$ cat config.mk
export PLATFORM = sky130hd
export DESIGN_NAME = main_controller
export DESIGN_NICKNAME = d
export VERILOG_FILES = /design/src/rtl/main_controller.sv
export SDC_FILE = /design/constraint.sdc
export NUM_CORES = 1
export LEC_CHECK = 0
export BUFFER_PORTS_ARGS = -buffer_cell sky130_fd_sc_hd__buf_2
export CELL_PAD_IN_SITES_DETAIL_PLACEMENT = 1
export CELL_PAD_IN_SITES_GLOBAL_PLACEMENT = 1
export CORE_MARGIN = 2
export CORE_UTILIZATION = 27
export CTS_CLUSTER_DIAMETER = 120
export DETAILED_ROUTE_END_ITERATION = 7
export HOLD_SLACK_MARGIN = 0.08
export PLACE_DENSITY = 0.93
export SYNTH_ARGS = -nofsm -noshare
export SYNTH_HDL_FRONTEND = slang
export SYNTH_SLANG_ARGS = --single-unit
$ cat constraint.sdc
create_clock -name clk -period 2.11 [get_ports clk]
set_input_delay 0.211 -clock clk [delete_from_list [all_inputs] [get_ports clk]]
set_output_delay 0.211 -clock clk [all_outputs]
set_load 0.02 [all_outputs]
$ cat src/rtl/main_controller.sv
`timescale 1ns/1ps
// Purpose : multicycle RV32 main control FSM (Moore, PCWrite in BRANCH is Mealy); optional CTRL_INSTRET_EN retired counter.
// Latency : FETCH to next FETCH = load 5, store 4, R/I 4, branch 3, JAL 4, JALR 5, LUI 3, illegal 2 cycles.
// Backpressure: none; free-running, no stall input, every state lasts exactly one cycle.
module main_controller (
  input  logic        clk,
  input  logic        rst,
  input  logic [6:0]  opcode,
  input  logic [2:0]  func3,
  input  logic        zero,
  input  logic        neg,
  output logic        PCWrite,
  output logic        AdrSrc,
  output logic        MemWrite,
  output logic        IRWrite,
  output logic        RegWrite,
  output logic [1:0]  ResultSrc,
  output logic [1:0]  AluOp,
  output logic [1:0]  AluSrcA,
  output logic [1:0]  AluSrcB,
  output logic [2:0]  ImmSrc,
  output logic [31:0] instret
);

  localparam logic [6:0] OP_LOAD   = 7'b0000011;
  localparam logic [6:0] OP_STORE  = 7'b0100011;
  localparam logic [6:0] OP_RTYPE  = 7'b0110011;
  localparam logic [6:0] OP_ITYPE  = 7'b0010011;
  localparam logic [6:0] OP_BRANCH = 7'b1100011;
  localparam logic [6:0] OP_JAL    = 7'b1101111;
  localparam logic [6:0] OP_JALR   = 7'b1100111;
  localparam logic [6:0] OP_LUI    = 7'b0110111;

  typedef enum logic [3:0] {
    FETCH, DECODE, MEMADR, MEMREAD, MEMWB, MEMWRITE, EXECR, EXECI,
    ALUWB, BRANCH, JAL, JALR1, JALR2, LUI
  } state_t;

  state_t state, state_nxt;
  logic   is_store;
  logic   br_taken;

  // State register; reset returns to FETCH immediately, even mid-instruction
  always_ff @(posedge clk or posedge rst) begin
    if (rst) state <= FETCH;
    else     state <= state_nxt;
  end

  // Remember load vs store in DECODE so opcode is never looked at again later
  always_ff @(posedge clk or posedge rst) begin
    if (rst)                 is_store <= 1'b0;
    else if (state == DECODE) is_store <= (opcode == OP_STORE);
  end

  // Branch condition, only consumed while in BRANCH
  always_comb begin
    br_taken = 1'b0;
    case (func3)
      3'b000:  br_taken = zero;
      3'b001:  br_taken = ~zero;
      3'b100:  br_taken = neg;
      3'b101:  br_taken = ~neg;
      default: br_taken = 1'b0;
    endcase
  end

  // Next-state selection
  always_comb begin
    state_nxt = FETCH;
    case (state)
      FETCH:    state_nxt = DECODE;
      DECODE: begin
        case (opcode)
          OP_LOAD, OP_STORE: state_nxt = MEMADR;
          OP_RTYPE:          state_nxt = EXECR;
          OP_ITYPE:          state_nxt = EXECI;
          OP_BRANCH:         state_nxt = BRANCH;
          OP_JAL:            state_nxt = JAL;
          OP_JALR:           state_nxt = JALR1;
          OP_LUI:            state_nxt = LUI;
          default:           state_nxt = FETCH;
        endcase
      end
      MEMADR:   state_nxt = is_store ? MEMWRITE : MEMREAD;
      MEMREAD:  state_nxt = MEMWB;
      MEMWB:    state_nxt = FETCH;
      MEMWRITE: state_nxt = FETCH;
      EXECR:    state_nxt = ALUWB;
      EXECI:    state_nxt = ALUWB;
      ALUWB:    state_nxt = FETCH;
      BRANCH:   state_nxt = FETCH;
      JAL:      state_nxt = ALUWB;
      JALR1:    state_nxt = JALR2;
      JALR2:    state_nxt = ALUWB;
      LUI:      state_nxt = FETCH;
      default:  state_nxt = FETCH;
    endcase
  end

  // Per-state datapath controls; anything not set for a state stays 0
  always_comb begin
    PCWrite   = 1'b0;
    AdrSrc    = 1'b0;
    MemWrite  = 1'b0;
    IRWrite   = 1'b0;
    RegWrite  = 1'b0;
    ResultSrc = 2'b00;
    AluOp     = 2'b00;
    AluSrcA   = 2'b00;
    AluSrcB   = 2'b00;
    ImmSrc    = 3'b000;
    case (state)
      FETCH: begin
        IRWrite   = 1'b1;
        AluSrcB   = 2'b10;
        ResultSrc = 2'b10;
        PCWrite   = 1'b1;
      end
      DECODE: begin
        AluSrcA = 2'b01;
        AluSrcB = 2'b01;
        ImmSrc  = (opcode == OP_JAL) ? 3'b011 : 3'b010;
      end
      MEMADR: begin
        AluSrcA = 2'b10;
        AluSrcB = 2'b01;
        ImmSrc  = is_store ? 3'b001 : 3'b000;
      end
      MEMREAD: begin
        AdrSrc = 1'b1;
      end
      MEMWB: begin
        ResultSrc = 2'b01;
        RegWrite  = 1'b1;
      end
      MEMWRITE: begin
        AdrSrc   = 1'b1;
        MemWrite = 1'b1;
      end
      EXECR: begin
        AluSrcA = 2'b10;
        AluOp   = 2'b10;
      end
      EXECI: begin
        AluSrcA = 2'b10;
        AluSrcB = 2'b01;
        AluOp   = 2'b10;
      end
      ALUWB: begin
        RegWrite = 1'b1;
      end
      BRANCH: begin
        AluSrcA = 2'b10;
        AluOp   = 2'b01;
        PCWrite = br_taken;
      end
      JAL: begin
        AluSrcA = 2'b01;
        AluSrcB = 2'b10;
        PCWrite = 1'b1;
      end
      JALR1: begin
        AluSrcA = 2'b10;
        AluSrcB = 2'b01;
      end
      JALR2: begin
        PCWrite = 1'b1;
        AluSrcA = 2'b01;
        AluSrcB = 2'b10;
      end
      LUI: begin
        ImmSrc    = 3'b100;
        ResultSrc = 2'b11;
        RegWrite  = 1'b1;
      end
      default: begin
        PCWrite = 1'b0;
      end
    endcase
  end

`ifdef CTRL_INSTRET_EN
  logic retire;
  // Every state that completes an instruction goes straight back to FETCH
  assign retire = (state == MEMWB) || (state == MEMWRITE) || (state == ALUWB) ||
                  (state == BRANCH) || (state == LUI);

  // Retired-instruction counter, wraps naturally at 32 bits
  always_ff @(posedge clk or posedge rst) begin
    if (rst)         instret <= 32'd0;
    else if (retire) instret <= instret + 32'd1;
  end
`else
  assign instret = 32'd0;
`endif

endmodule

==> results of run 1 <==
-- worst max-delay path by stage --
stage / startpoint / endpoint / slack [ns] / cells past startpoint
after floorplan: state[1] / ImmSrc[0] / 0.39 / 5
after global placement: state[1] / ImmSrc[0] / 0.45 / 6
after detailed placement: state[1] / ImmSrc[0] / 0.41 / 6
after CTS: state[1] / ImmSrc[0] / 0.13 / 6
after global routing: state[0] / ImmSrc[0] / 0.05 / 5
final: state[1] / ImmSrc[0] / 0.14 / 6
-- kinds of logic (layout without fill, tap and decap cells) --
logic type | count (synthesis) | in the layout | synth area share (%)
mux | 2 | 2 | 2.56
buf+inv | 44 | 46 | 34.8
flops | 5 | 5 | 15.1
compound gates | 19 | 19 | 16.1
xor+xnor | 5 | 5 | 5.28
simple gates | 34 | 34 | 25.6
other cells | 1 | 32 | 0.452
-- power breakdown --
group          total [W]  internal [W]  switching [W]
sequential      0.000129      0.000111      0.0000179
clock           0.000117     0.0000719      0.0000455
combinational   0.000610      0.000212       0.000398
total           0.000857      0.000395       0.000462
-- state kept, by name, indices dropped and copies added, names as in the netlist --
register / cells
state: 4
is_store: 1
-- through the flow --
stage | total power (W) | setup slack (ns) | instance area [um2] | util, % | std cells
finish | 0.000857 | 0.138 | 943 | 31.7 | 176
global route | 0.000916 | 0.0481 | 943 | 31.7 | 176
CTS | 0.000857 | 0.134 | 943 | 31.7 | 176
detailed placement | 0.000732 | 0.413 | 907 | 30.5 | 171
global placement | 0.000717 | 0.447 | 907 | 30.5 | 171
floorplan | 0.000602 | 0.393 | 946 | - | 141
-- metal layers --
layer	share of wire, %	wire length, um	vias to the layer above
li1	-	-	380
met1	36	812	398
met2	51	1140	51
met3	12	260	6
met4	1.2	27	0
met5	0	0	-
-- synth_stat cells (all sizes together) (2+ instances only) --
cell    number
nand2        3
o21ai        3
nand2b       4
nor3b        2
nor3         3
and3         2
xnor2        3
clkbuf       2
or3          4
nor2         6
a21oi        4
nor2b        2
inv          7
buf         35
nand3        2
dfrtp        5
o22ai        4
xor2         2
-- cell type report --
class                      count  area (um2)
clock buffer                   4        26.3
inverter                       7        26.3
timing repair buffer          35         193
tap                           33        41.3
fill                         411        2030
multi-input combinational     92         532
sequential                     5         125
-- timing repair --
item | in CTS | in global routing
endpoints found under the setup margin | 0 | 0
hold buffers | 1 | 0
hold endpoints to repair | 5 | 0
==> metrics.txt, run 1 <==
status=completed; PortBufs=29; Startpoint Class=register; maximum vdd drop=163 uV; vias in the first global route=between 700 and 800; critical path fanouts, max=5; clock latency on the worst-skew pair=0.25 ns; Worst Hold Class=in -> reg; hold_ws=0.272 ns; final-stage net count=158; crit path buf inv count=2; final slew viol count=0; Final Skew=between 0.004 and 0.005 ns; Gate Count Post-Synth=110; initial antenna violation count=0; ANT nets after route=0; Yosys top cell area share=29.0%; Max Clock Freq=slightly above 500 MHz; Yosys top cell by area=buf_4; PostCTS Resize Cnt=0; routed len/inst=roughly 13 um; die area=3530 um2; met1 Track Usage GR=13.0%; Synth async-reset ratio=100%; CP max stage cell=dfrtp_1; Mapped Avg Cell Area=approximately 7.5 um2; Synth cell types=39; commonest non-fill, non-tap cell in the layout=conb_1; r2r worst-path depth=5; Worst-path clk slew=roughly 0.050 ns; power density cells=a little over 900 nW/um2; most frequent cells in the layout=conb_1, buf_2, inv_1, nor2_1; synth warn=0; I/O pins=between 60 and 70; Clock Sinks=5; pin count of the biggest net entering global routing=15; ys flop type=dfrtp_1; Initial DRT Pass Iterations=5; global-route wire length before repair=3.31 mm; GP Congestion=0.782; grt met3 use=5.46%; layout cell share with drive strength beyond 1=between 30% and 40%; Worst Hold Depth=2; Starting DRT DRC Count=27; sequential area share after synthesis=between 15 and 20%; CTS tree=built; Reg-to-Reg End=is_store; register bit total from synthesis=5; final worst path period share=just over 90%; min-delay src=opcode[0]; ant diodes=0; RSZ-0062 raised after global routing=false; drt drc=0; Worst Path Required=1.90 ns; TNS Setup=0 ns; CP delay by family, top=simple AND/OR/NAND/NOR gates; Area Growth Syn to Fin=13.7%; clock root buffer=clkbuf_4; synthesized area=approximately 830 um2; CTS H-Tree Depth=1; CP max stage delay=between 0.3 and 0.4 ns; Max Buffers Root-to-Sink=2; Rows=20; detailed-route wire length=around 2.2 mm; core region area=approximately 3000 um2; Cell Chain, Critical Path=nand2b_4 -> or3_4 -> inv_2 -> and4_4 -> a31o_1 -> buf_2; Initial Util=approximately 28%; Post-CTS Setup Inserts=0; Total Routing Usage GR=12.2%; CP arrival=1.76 ns; CP Class=reg -> out; CTS Buf Count=3; R2R Path Start=state[1]; via count=~840; max-cap viol count=0; Leakage Power=roughly 0.52 nW; CP endpoint kind=output port; HPWL after DPL=between 1.5 and 2 mm; Die Wd=about 59 um; Hold Fails Final Rpt=0; Setup-failing EPs final=0; hold path endpoint=state[0]; met2 usage=approximately a fifth; Chip Height=about 59 um; Period minus WS final=a little under 2 ns; drt via density=between 4 and 5; Synth area leaders=buf_4, dfrtp_1, xnor2_1; most used routing layer=met2; count of flip-flops with a built-in enable after synthesis=0; GR Overflow Total=0; R2R Setup Slk=0.65 ns
Power figures use the tool's default switching activity.
==> inputs of run 2 (changes only) <==
PLACE_DENSITY = 0.82   (was 0.93)
==> metrics.txt, run 2 (synthesized netlist as in run 1, its figures left out) <==
final slew viol count=0; CTS H-Tree Depth=1; Worst Hold Class=in -> reg; Worst Path Required=roughly 1.9 ns; worst slack at placement=0.415 ns; r2r worst-path depth=4; Area Growth Syn to Fin=12.8%; ant diodes=0; via count=approximately 790; grt met3 use=under 10%; commonest non-fill, non-tap cell in the layout=conb_1; HPWL after DPL=1.75 mm; Initial DRT Pass Iterations=4; initial antenna violation count=0; Seq. cell area=between 100 and 150 um2; GP Congestion=just under 0.8; CTS tree=built; routed len/inst=roughly 12 um; combinational share of power=between 70 and 80%; TNS Setup=0 ns; R2R Path Start=state[2]; Rows=20; Sw Ratio=a little over half; GR Overflow Total=0; clock latency on the worst-skew pair=roughly 0.25 ns; Worst-path clk slew=0.05 ns; vias in the first global route=roughly 760; Max Buffers Root-to-Sink=2; min-delay src=opcode[0]; Startpoint Class=register; PortBufs=29; max-cap viol count=0; hold path endpoint=state[0]; final worst path period share=92.7%; CP endpoint kind=output port; drt via density=between 4 and 5; pin count of the biggest net entering global routing=15; Largest register FFs=4; Max Clock Freq=a little over 500 MHz; Final Skew=between 0.006 and 0.007 ns; Die Wd=59.4 um; Post-CTS Setup Inserts=0; footprint of the multi-input gates=around 530 um2; Period minus WS final=approximately 2 ns; fillcell total=about 390; most frequent cells in the layout=conb_1, buf_2, inv_1, nor2_1, dfrtp_1; sw power=~0.00045 W; Clock Sinks=5; I/O pins=62; Initial Util=27.9%; clock root buffer=clkbuf_4; detailed-route wire length=2.14 mm; post-layout util=31.4%; met2 usage=a little under a quarter; Hold Fails Final Rpt=0; layout cell share with drive strength beyond 1=29.6%; final-stage net count=approximately 160; Setup-failing EPs final=0; Starting DRT DRC Count=4; Largest Register=state; Reg-to-Reg End=is_store; Clock power frac=roughly 14%; Worst Hold Depth=2; share of power burned in registers=between 10% and 20%; CTS Buf Count=3; ANT nets after route=0; Leakage Power=just over 0.5 nW; maximum vdd drop=a little under 300 uV; R2R Setup Slk=about 0.67 ns; Final Non-Filler Cells=approximately 180; Total Routing Usage GR=between 10% and 20%; internal power=a little under 0.0004 W; most used routing layer=met2; core region area=~3000 um2; Chip Height=between 50 and 60 um; met1 Track Usage GR=between 10% and 20%; hold_ws=0.257 ns; CP arrival=~1.7 ns; critical path fanouts, max=8; Cells after DPL=170; Final WS setup=around 0.15 ns; drt drc=0; Top Registers=state (4), is_store (1); CP Class=reg -> out; power density cells=between 900 and 1000 nW/um2; die area=around 3500 um2; global-route wire length before repair=between 3 and 4 mm; status=completed; RSZ-0062 raised after global routing=false
## run 2: worst max-delay path, stage by stage (launching register included)
cell,delay [ns]
dfrtp_1,0.47
or3_4,0.43
inv_2,0.08
and4_4,0.23
a31o_1,0.14
buf_2,0.15
## run 2: what timing repair did
action,4_1_cts,5_1_grt
gates resized for setup,0,0
hold buffers,1,0
endpoints found under the hold margin,5,0
setup endpoints to repair,0,0
## run 2: area by class of cell
cell class                      instances  area share, %
Timing Repair Buffer                   34           19.8
Sequential cell                         5           13.4
Clock buffer                            4           2.81
Inverter                                7           2.81
Multi-Input combinational cell         92           56.8
Tap cell                               33           4.41
## run 2: how the worst max path moves through the flow
stage | startpoint | to | slack, ns | cells after the start
4_1_cts | state[2] | ImmSrc[0] | 0.15 | 5
5_1_grt | state[3] | ResultSrc[1] | 0.02 | 5
6_report | state[2] | ImmSrc[0] | 0.15 | 5
3_5_place_dp | state[1] | ImmSrc[0] | 0.42 | 6
3_3_place_gp | state[2] | ImmSrc[0] | 0.45 | 5
2_1_floorplan | state[1] | ImmSrc[0] | 0.39 | 5
## run 2: per-stage QoR
stage,power (W),area (um2)
finish,0.000843,936
global route,0.000927,936
CTS,0.000854,936
detailed placement,0.000730,900
global placement,0.000711,900
floorplan,0.000602,946
## run 2: power groups by stage
stage	logic (W)	registers, W	clock network, W
after floorplan	0.000470	0.000132	0
final	0.000600	0.000129	0.000114
after global placement	0.000583	0.000129	0
after detailed placement	0.000599	0.000130	0
after CTS	0.000606	0.000129	0.000119
after global routing	0.000667	0.000131	0.000129
## run 2: routing by layer
| metal | vias up | share of wire, % |
|---|---|---|
| met4 | 0 | 0.98 |
| li1 | 381 | - |
| met1 | 381 | 40 |
| met5 | - | 0 |
| met3 | 2 | 5.1 |
| met2 | 27 | 54 |
